$ cat src/rtl/spi_ram_ctrl.sv
// spi_ram_ctrl: SPI command decoder and byte-RAM sequencer with registered outputs.
// Optional address auto-increment: define SPI_RAM_CTRL_ADDR_AUTOINC_EN.
module spi_ram_ctrl #(
    parameter int ADDR_SIZE  = 8,
    parameter int RD_LATENCY = 1
) (
    input  logic                 clk,
    input  logic                 rst,
    input  logic                 rx_valid,
    input  logic [9:0]           rx_data,
    output logic                 tx_valid,
    output logic [7:0]           tx_data,
    output logic                 mem_en,
    output logic                 mem_we,
    output logic [ADDR_SIZE-1:0] mem_addr,
    output logic [7:0]           mem_wdata,
    input  logic [7:0]           mem_rdata,
    output logic                 busy,
    output logic                 err_seq,
    input  logic                 err_clr,
    output logic                 cmd_drop
);

    typedef enum logic [2:0] {
        IDLE,
        WRITE,
        RD_ISSUE,
        RD_WAIT,
        RESP
    } state_e;

    localparam logic [1:0] CNT_INIT = 2'(RD_LATENCY - 1);

    state_e state_q, state_d;

    logic [ADDR_SIZE-1:0] wr_addr_q, wr_addr_d;
    logic [ADDR_SIZE-1:0] rd_addr_q, rd_addr_d;
    logic                 rd_vld_q, rd_vld_d;
    logic [1:0]           cnt_q, cnt_d;

    logic                 mem_en_q, mem_en_d;
    logic                 mem_we_q, mem_we_d;
    logic [ADDR_SIZE-1:0] mem_addr_q, mem_addr_d;
    logic [7:0]           mem_wdata_q, mem_wdata_d;
    logic                 tx_valid_q, tx_valid_d;
    logic [7:0]           tx_data_q, tx_data_d;
    logic                 err_q, err_d;
    logic                 drop_q, drop_d;

    logic       accept;
    logic       rd_done;
    logic       err_set;
    logic [1:0] op;

    assign op      = rx_data[9:8];
    assign accept  = rx_valid && (state_q == IDLE);
    assign rd_done = (state_q == RD_WAIT) && (cnt_q == 2'd0);
    assign err_set = accept && (op == 2'b11) && !rd_vld_q;

    always_ff @(posedge clk or posedge rst) begin
        if (rst) begin
            state_q <= IDLE;
        end else begin
            state_q <= state_d;
        end
    end

    always_comb begin
        state_d = state_q;
        unique case (state_q)
            IDLE: begin
                if (rx_valid) begin
                    unique case (op)
                        2'b01:   state_d = WRITE;
                        2'b11:   state_d = rd_vld_q ? RD_ISSUE : RESP;
                        default: state_d = IDLE;
                    endcase
                end
            end
            WRITE:    state_d = IDLE;
            RD_ISSUE: state_d = RD_WAIT;
            RD_WAIT:  state_d = (cnt_q == 2'd0) ? RESP : RD_WAIT;
            RESP:     state_d = IDLE;
            default:  state_d = IDLE;
        endcase
    end

    always_comb begin
        mem_en_d    = (state_d == WRITE) || (state_d == RD_ISSUE);
        mem_we_d    = (state_d == WRITE);
        mem_addr_d  = mem_addr_q;
        mem_wdata_d = mem_wdata_q;
        tx_valid_d  = (state_d == RESP);
        tx_data_d   = tx_data_q;
        drop_d      = rx_valid && (state_q != IDLE);
        wr_addr_d   = wr_addr_q;
        rd_addr_d   = rd_addr_q;
        rd_vld_d    = rd_vld_q;
        cnt_d       = cnt_q;

        if (state_d == WRITE) begin
            mem_addr_d  = wr_addr_q;
            mem_wdata_d = rx_data[7:0];
        end
        if (state_d == RD_ISSUE) begin
            mem_addr_d = rd_addr_q;
        end

        if (accept && (op == 2'b00)) begin
            wr_addr_d = rx_data[ADDR_SIZE-1:0];
        end
        if (accept && (op == 2'b10)) begin
            rd_addr_d = rx_data[ADDR_SIZE-1:0];
            rd_vld_d  = 1'b1;
        end

        if (state_q == RD_ISSUE) begin
            cnt_d = CNT_INIT;
        end else if ((state_q == RD_WAIT) && (cnt_q != 2'd0)) begin
            cnt_d = cnt_q - 2'd1;
        end

        // Orphan read-data still answers with a zero byte to keep the slave moving
        if (err_set) begin
            tx_data_d = 8'h00;
        end else if (rd_done) begin
            tx_data_d = mem_rdata;
        end

`ifdef SPI_RAM_CTRL_ADDR_AUTOINC_EN
        if (state_q == WRITE) begin
            wr_addr_d = wr_addr_q + ADDR_SIZE'(1);
        end
        if (rd_done) begin
            rd_addr_d = rd_addr_q + ADDR_SIZE'(1);
        end
`else
        if (rd_done) begin
            rd_vld_d = 1'b0;
        end
`endif

        if (err_set) begin
            err_d = 1'b1;
        end else if (err_clr) begin
            err_d = 1'b0;
        end else begin
            err_d = err_q;
        end
    end

    always_ff @(posedge clk or posedge rst) begin
        if (rst) begin
            wr_addr_q   <= '0;
            rd_addr_q   <= '0;
            rd_vld_q    <= 1'b0;
            cnt_q       <= 2'd0;
            mem_en_q    <= 1'b0;
            mem_we_q    <= 1'b0;
            mem_addr_q  <= '0;
            mem_wdata_q <= 8'h00;
            tx_valid_q  <= 1'b0;
            tx_data_q   <= 8'h00;
            err_q       <= 1'b0;
            drop_q      <= 1'b0;
        end else begin
            wr_addr_q   <= wr_addr_d;
            rd_addr_q   <= rd_addr_d;
            rd_vld_q    <= rd_vld_d;
            cnt_q       <= cnt_d;
            mem_en_q    <= mem_en_d;
            mem_we_q    <= mem_we_d;
            mem_addr_q  <= mem_addr_d;
            mem_wdata_q <= mem_wdata_d;
            tx_valid_q  <= tx_valid_d;
            tx_data_q   <= tx_data_d;
            err_q       <= err_d;
            drop_q      <= drop_d;
        end
    end

    assign mem_en    = mem_en_q;
    assign mem_we    = mem_we_q;
    assign mem_addr  = mem_addr_q;
    assign mem_wdata = mem_wdata_q;
    assign tx_valid  = tx_valid_q;
    assign tx_data   = tx_data_q;
    assign busy      = (state_q != IDLE);
    assign err_seq   = err_q;
    assign cmd_drop  = drop_q;

endmodule

$ cat config.mk
export PLATFORM = sky130hd
export DESIGN_NAME = spi_ram_ctrl
export DESIGN_NICKNAME = d
export VERILOG_FILES = /design/src/rtl/spi_ram_ctrl.sv
export SDC_FILE = /design/constraint.sdc
export NUM_CORES = 1
export LEC_CHECK = 0
export CAP_MARGIN = 30
export CELL_PAD_IN_SITES_DETAIL_PLACEMENT = 1
export CELL_PAD_IN_SITES_GLOBAL_PLACEMENT = 2
export CORE_MARGIN = 2
export CORE_UTILIZATION = 34
export CTS_CLUSTER_DIAMETER = 100
export DETAILED_ROUTE_END_ITERATION = 8
export PLACE_DENSITY_LB_ADDON = 0.05
export REMOVE_ABC_BUFFERS = 1
export SYNTH_ARGS = -nofsm -noshare
export SYNTH_HDL_FRONTEND = slang
export SYNTH_SLANG_ARGS = --single-unit
export TNS_END_PERCENT = 50
$ cat constraint.sdc
create_clock -name clk -period 4.51 [get_ports clk]
set_clock_uncertainty 0.1 [all_clocks]
set_input_delay 0.6765 -clock clk [delete_from_list [all_inputs] [get_ports clk]]
set_output_delay 0.6765 -clock clk [all_outputs]
set_load 0.01 [all_outputs]
# Word-level counts from Yosys, hierarchy flattened
# Index checks and enable logic that the tools add are counted.
# totals
output_inout_bits	30
n_memories	0
input_bits	22
register_bits	51
mem_bits_ro	0
wordCells	57
latch_bits	0
ram_bits	0
# op_classes
n_bitwise	0
mul	0
add_sub_neg	1
div_mod_pow	0
order_cmp	0
n_eq_ne	8
shift	0
n_reduce_logical	20
n_mux	15
# op_table
cell	n
8-bit two-way mux	4
2-bit nonzero test	6
3-bit by 2-bit equality test with 1-bit output, second input constant	3
3-bit two-way mux	3
3-bit one-hot mux with 3 select lines	1
1-bit logical AND	8
3-bit one-hot mux with 2 select lines	1
2-bit equality test, second input constant	2
2-bit zero test	2
1-bit two-way mux	4
2-bit two-way mux	2
3-bit by 1-bit equality test with 1-bit output, second input constant	1
3-bit equality test, second input constant	1
3-bit zero test	1
3-bit nonzero test	1
2-bit by 1-bit equality test with 1-bit output, second input constant	1
2-bit by 1-bit subtractor with 2-bit output, second input constant	1
1-bit zero test	1
1-bit logical OR	1

# Logic depth before layout (Yosys ltp)
# Gate-level depths: netlist of the first run.
# logic_depth
depth_word	7
depth_mapped	6

# Worst setup path after synthesis of the first run
# OpenSTA, ideal clock, no wires.
# synth_path
path_type	input port to flip-flop
start	input rx_data[9]
end	register mem_wdata_q[0], in the netlist mem_wdata[0]
setup_time_ps	125
path_stages	5
arrival_ps	1619
n_path_buf	2
required_ps	4285
slack_ps	2666
path_cell_list	and4bb_1 > buf_4 > nand2_1 > buf_2 > mux2_2
# synth_between
elab_chain_cells	5
word_cells_on_any_way	6
# synth_rtl
element	line	text
start, declared	10	input logic [9:0] rx_data,
2-bit equality test or 2-bit by 1-bit equality test with 1-bit output (tied branches)	73	unique case (op)
3-bit one-hot mux with 2 select lines (*)	73	
3-bit two-way mux (*)	72	if (rx_valid) begin
3-bit one-hot mux with 3 select lines (*)	70	unique case (state_q)
3-bit by 1-bit equality test with 1-bit output (*)	101	if (state_d == WRITE) begin
end signal, assigned	174	mem_wdata_q <= mem_wdata_d;
end, declared	44	logic [7:0] mem_wdata_q, mem_wdata_d;
# Mark *: on every way between the ends. The rest lies on a longest branch, timed or not.
# A chain may end at the register's enable or synchronous reset.

# Worst setup path in the final report of the first run
# layout_path
start	register state_q[2]
end	output busy
# layout_between
elab_chain_cells	1
# layout_rtl
element	line	text
start, declared	34	state_e state_q, state_d;
start signal, assigned	64	state_q <= state_d;
3-bit nonzero test	188	assign busy = (state_q != IDLE);
end, declared	18	output logic busy,
# No other way between the ends.

==> results of run 1 <==
-- metrics by stage --
step | total power (µW) | hold slack, ps | util | worst slack, ps | std cells
after floorplan | 1130 | 350 | - | 2410 | 168
after global placement | 1500 | 363 | 0.449 | 1760 | 294
after detailed placement | 1530 | 384 | 0.452 | 1660 | 295
after CTS | 1840 | 404 | 0.469 | 1950 | 302
after global routing | 1940 | 423 | 0.469 | 1900 | 302
final | 1810 | 392 | 0.469 | 1970 | 302
-- cell type report --
class | count | share of cell area
Multi-Input combinational cell | 111 | 0.275
Tap cell | 75 | 0.0336
Timing Repair Buffer | 52 | 0.190
Clock buffer | 6 | 0.0260
Inverter | 6 | 0.00806
Clock inverter | 1 | 0.0107
Sequential cell | 51 | 0.457
-- how the worst max path moves through the flow --
stage	startpoint	to	slack [ps]	cells after the start
CTS	state_q[2]	busy	1950	2
global placement	rx_data[8]	mem_wdata[6]	1760	4
finish	state_q[2]	busy	1970	2
floorplan	state_q[2]	state_q[2]	2410	3
global route	rx_data[8]	mem_wdata[3]	1900	4
detailed placement	rx_data[8]	mem_wdata[7]	1660	4
-- registers in the layout (all words and copies together) (netlist names) --
name	cells
cmd_drop	1
tx_data	8
tx_valid	1
wr_addr_q	8
rd_vld_q	1
mem_we	1
rd_addr_q	8
state_q	3
cnt_q	2
err_seq	1
mem_en	1
mem_wdata	8
mem_addr	8
-- cell families (layout without fill, tap and decap cells) --
logic type               Yosys count  in the layout
adder cells (fa/ha/maj)            1              1
buffers and inverters             14             65
flip-flops                        51             51
AND/OR/NAND/NOR                   58             58
AO/OA/AOI/OAI                     28             28
multiplexers                      24             24
-- worst max-delay path, stage by stage, from the launching register on --
cell and delay [ps]:
dfrtp_1 450, or3_4 520, clkdlybuf4s50_1 510
-- where the power goes --
part | internal, µW | switching (µW) | leakage, µW
logic | 400 | 317 | 0.000518
registers | 663 | 127 | 0.000633
clock network | 163 | 140 | 0.0000513
total | 1220 | 583 | 0.00120
-- synth_stat cells, types with 3 or more instances --
master and n:
nor3_1 10, nand3_1 8, a21o_1 3, mux2_2 24, buf_2 3, inv_1 6
a21oi_1 8, clkbuf_1 3, o21ai_0 8, nand2_1 23, dfrtp_1 51, a31oi_1 8
-- routing by layer --
layer,up-vias,part of all wire,GRT usage
met5,-,0,0
met4,0,0.011,0.0492
met3,6,0.037,0.0370
met2,32,0.51,0.285
met1,789,0.44,0.199
li1,716,-,-
==> results by group, run 1 <==
Timing
  – RSZ-0062 raised after global routing: false
  – Setup TNS: 0 ps
  – # setup viols final: 0
  – Fin crit period: between 2000 and 3000 ps
  – Fmax: 0.393 GHz
  – Fin crit share: 0.564
  – Final Slew Violations: 0
  – Worst slew margin: 0.347
  – Final Hold Fails: 0
  – Worst slew pin tran: just under 1000 ps

Setup path
  – Worst Path Class, Setup: flip-flop to output pin
  – Worst R2R Setup Slack: between 2000 and 2500 ps
  – CP Launch Type: flip-flop
  – Worst path arrival time: approximately 1800 ps
  – Worst Path Max Fanout: 13
  – Reg2reg end: state_q[2]
  – Crit path capture type: output pin
  – Critical Path RT: between 3000 and 4000 ps
  – Worst R2R Path Depth: 3
  – R2r startpoint: state_q[2]

Placed design
  – Placer Congestion: ~0.68
  – Post-DP HPWL: around 3600 µm
  – Placed cell areas: 2690 µm²
  – # port buffers: 51

Route
  – DR iter-0 viols: 32
  – Post-DRT Antenna Nets: 0
  – DRC viols: 0
  – Drt total wl: between 5000 and 6000 µm
  – Routed len/inst: between 15 and 20 µm
  – Vias/cell: 5.11
  – First-pass detailed-route iteration total: 4
  – Vias: 1543

Floorplanning
  – Site Rows: 28
  – Starting Density: 0.353
  – Core box area: around 6000 µm²
  – # IOs: 52
  – Die Wd: 82.6 µm
  – Die H: 82.6 µm
  – Full die area: around 7000 µm²

Synthesis
  – Post-Synth Adder-Cell Area: 0.00596
  – Cell Area, Synth: 2100 µm²
  – #FFs+latches synth: between 50 and 60
  – Synth Flop Type: dfrtp_1
  – Mapped Avg Cell Area: between 10 and 15 µm²
  – Post-synth EDFFs: 0
  – Synth cell types: 30
  – Top cells by area, synth: dfrtp_1 61%, mux2_2 13%, nand2_1 4.1%, a31oi_1 2.4%, nor3_1 2.4%
  – Async set or reset register ratio after synthesis: 1.00
  – Xor-xnor portion of the synthesized cell area: 0
  – Post-synthesis sequential area ratio: 0.608
  – Synth warn: 0
  – Top cell type's share of synthesized area: 0.608
  – Post-synthesis compound-gate area fraction: 0.0763
  – Post-synthesis mux area share: 0.129
  – Simple-Gate Fraction of Synth Area: 0.153
  – Cell taking the most area after synthesis: dfrtp_1
  – Gate Count Post-Synth: ~180
  – Largest family of logic cells by synthesized area: simple AND/OR/NAND/NOR gates

Clocking
  – CTS sink cnt: between 50 and 60
  – TritonCTS clock tree: done
  – Post-CTS setup repair buffer count: 0
  – Post_cts resized: 0
  – Clk Tree Root Cell: clkbuf_8
  – Longest Clk Path Bufs: 2
  – Clock transition at the registers of the reported paths: about 80 ps
  – TritonCTS Buffers: 5
  – Hold Buf Count CTS: 0
  – H-tree levels: 2
  – Clock Latency Late Sink: 290 ps

Run
  – Max Cap Viol: 0

Final layout
  – Nets: between 200 and 300
  – Reg area: approximately 1300 µm²
  – Share of cells above drive strength 1: 0.167
  – Commonest non-fill, non-tap cells in the layout: 51 x dfrtp_1, 51 x clkdlybuf4s50_1, 24 x mux2_2
  – Synth-to-layout area growth: 33.1%
  – Diodes inserted: 0
  – Multi-input logic area: around 770 µm²
  – Fill cells: ~640
  – Post-route cell area: ~2800 µm²

GRT
  – Largest net degree at the start of global routing: 39
  – Initial antenna violation count: 0
  – First-pass GRT wire length: approximately 8200 µm
  – Total grt overflow: 0
  – Number of global-route vias before repair: 1626
  – Gr usage total: 0.163

Min path
  – Number of cells on the worst hold path: 1
  – Hold Path Class: flip-flop to flip-flop
  – WHS Endpoint: cnt_q[1]
  – Worst Min Path Start: cnt_q[1]

Pwr
  – Static leakage: about 0.0012 µW
  – PD cells: around 650 nW/µm²
  – VDD IR-drop max: 0.238 mV

Outcome
  – Status: finished clean
Power figures use the tool's default switching activity.
==> inputs of run 2 (changes only) <==
CORE_UTILIZATION = 31   (was 34)
clock period = 2.7 ns   (was 4.51 ns; I/O delays follow)
==> results by group, run 2 (same netlist as run 1, synthesis figures left out) <==
Pwr
  – Net Sw Power: 983 µW (was 583 µW)
  – Clock power share: 0.142 (was 0.167)
  – Pint: 1960 µW (was 1220 µW)
  – Static leakage: 0.00121 µW (was 0.00120 µW)
  – VDD IR-drop max: 0.353 mV (was 0.238 mV)
  – Switch share: 0.334 (was 0.323)
  – Comb power frac: 0.413 (was 0.396)
  – PD cells: 1050 nW/µm² (was 647 nW/µm²)
  – Reg power frac: 0.446 (was 0.436)

GRT
  – Number of global-route vias before repair: 1781 (was 1626)
  – First-pass GRT wire length: 9180 µm (was 8170 µm)
  – Largest net degree at the start of global routing: 31 (was 39)
  – Total grt overflow: 0 (unchanged)
  – Initial antenna violation count: 0 (unchanged)
  – Gr usage total: 0.159 (was 0.163)

Timing
  – Final Hold Fails: 0 (unchanged)
  – RSZ-0062 raised after global routing: false (unchanged)
  – Worst slew margin: 0.643 (was 0.347)
  – Worst slew pin tran: 534 ps (was 972 ps)
  – Final Slew Violations: 0 (unchanged)
  – Worst setup margin: 406 ps (was 1970 ps)
  – Fin crit period: about 2300 ps
  – Setup TNS: 0 ps (unchanged)
  – Fin crit share: 0.849
  – # setup viols final: 0 (unchanged)
  – Hold Slack: 363 ps (was 392 ps)
  – Fmax: between 0.4 and 0.5 GHz

Outcome
  – Status: finished clean (unchanged)

Clocking
  – Hold Buf Count CTS: 0 (unchanged)
  – TritonCTS Buffers: 5 (unchanged)
  – Clk Tree Root Cell: clkbuf_8 (unchanged)
  – Clock transition at the registers of the reported paths: 90 ps (was 80 ps)
  – Clock Latency Late Sink: 300 ps (was 290 ps)
  – CTS sink cnt: 51 (unchanged)
  – H-tree levels: 2 (unchanged)
  – Post_cts resized: 0 (unchanged)
  – TritonCTS clock tree: done (unchanged)
  – Longest Clk Path Bufs: 2 (unchanged)
  – Post-CTS setup repair buffer count: 0 (unchanged)

Setup path
  – Critical path startpoint: state_q[2] (unchanged)
  – Worst path arrival time: 1790 ps (was 1770 ps)
  – CP Capture Point: busy (unchanged)
  – Crit path capture type: output pin (unchanged)
  – Reg2reg end: rd_addr_q[5] (was state_q[2])
  – Worst R2R Setup Slack: 630 ps (was 2330 ps)
  – CP Launch Type: flip-flop (unchanged)
  – Worst Path Class, Setup: flip-flop to output pin (unchanged)
  – Worst R2R Path Depth: 3 (unchanged)
  – R2r startpoint: state_q[2] (unchanged)
  – Critical Path RT: 2190 ps (was 3730 ps)
  – Worst Path Max Fanout: 13 (unchanged)

Final layout
  – Commonest non-fill, non-tap cells in the layout: 51 x dfrtp_1, 51 x clkdlybuf4s50_1, 24 x mux2_2 (unchanged)
  – Share of cells above drive strength 1: 0.177 (was 0.167)
  – Synth-to-layout area growth: 33.3% (was 33.1%)
  – Diodes inserted: 0 (unchanged)
  – Nets: 253 (was 250)

Route
  – Vias: 1544 (was 1543)
  – First-pass detailed-route iteration total: 4 (unchanged)
  – DRC viols: 0 (unchanged)
  – Post-DRT Antenna Nets: 0 (unchanged)
  – Routed len/inst: 17.4 µm (was 16.9 µm)
  – Drt total wl: 5370 µm (was 5090 µm)
  – DR iter-0 viols: 55 (was 32)
  – Vias/cell: 5.01 (was 5.11)

Placed design
  – Post-Place Setup Slack: 390 ps (was 1660 ps)
  – Post-DP HPWL: 3900 µm (was 3610 µm)
  – # port buffers: 51 (unchanged)
  – Placer Congestion: 0.801 (was 0.681)

Floorplanning
  – Die Wd: 86.3 µm (was 82.6 µm)
  – Site Rows: 29 (was 28)
  – # IOs: 52 (unchanged)
  – Starting Density: 0.325 (was 0.353)
  – Core box area: 6460 µm² (was 5960 µm²)
  – Full die area: 7450 µm² (was 6820 µm²)
  – Die H: 86.3 µm (was 82.6 µm)

Run
  – Max Cap Viol: 0 (unchanged)

Min path
  – Hold Path Class: input port to asynchronous set/reset pin (was flip-flop to flip-flop)
run 2: changes by cell type in the layout (fill, tap and decap cells not counted), sizes merged:
cell	change
buf	+3
bufinv	-1
clkbuf	+1
clkinv	+1
run 2: how the worst min path moves through the flow:
stage              from  cells after the start         end
6_report            rst                      2     err_seq
5_1_grt             rst                      2  tx_data[6]
4_1_cts             rst                      2  tx_data[7]
3_5_place_dp   cnt_q[1]                      1    cnt_q[1]
3_3_place_gp    err_seq                      1     err_seq
2_1_floorplan  cnt_q[1]                      1    cnt_q[1]
run 2: power groups by stage:
| stage | clock [µW] | sequential [µW] | combinational (µW) |
|---|---|---|---|
| after floorplan | 0 | 1370 | 513 |
| after global placement | 0 | 1300 | 1200 |
| after detailed placement | 0 | 1330 | 1230 |
| after CTS | 442 | 1320 | 1240 |
| after global routing | 476 | 1360 | 1340 |
| final | 417 | 1310 | 1210 |
run 2: metal layers:
| metal | vias to the layer above | routed length, µm | global-route usage |
|---|---|---|---|
| met3 | 7 | 183 | 0.0371 |
| met5 | - | 0 | 0 |
| met4 | 0 | 70 | 0.0455 |
| li1 | 722 | - | - |
| met1 | 782 | 2410 | 0.211 |
| met2 | 33 | 2710 | 0.261 |
run 2: metrics by stage:
stage,total power (µW),instance area [µm²],std cells,utilization
floorplan,1890,2060,168,-
global placement,2500,2720,300,0.421
detailed placement,2570,2720,300,0.421
CTS,3000,2800,308,0.433
global route,3170,2800,308,0.433
finish,2940,2800,308,0.433
run 2: critical path, stage by stage (launching register included):
cell and delay (ps):
dfrtp_1 450, or3_4 520, clkdlybuf4s50_1 520
run 2: layout make-up:
cell class,instances,area [µm²]
Timing Repair Buffer,55,553
Fill cell,715,3660
Tap cell,77,96.3
Sequential cell,51,1280
Inverter,6,22.5
Clock buffer,7,76.3
Multi-Input combinational cell,111,769
Clock inverter,1,5.00
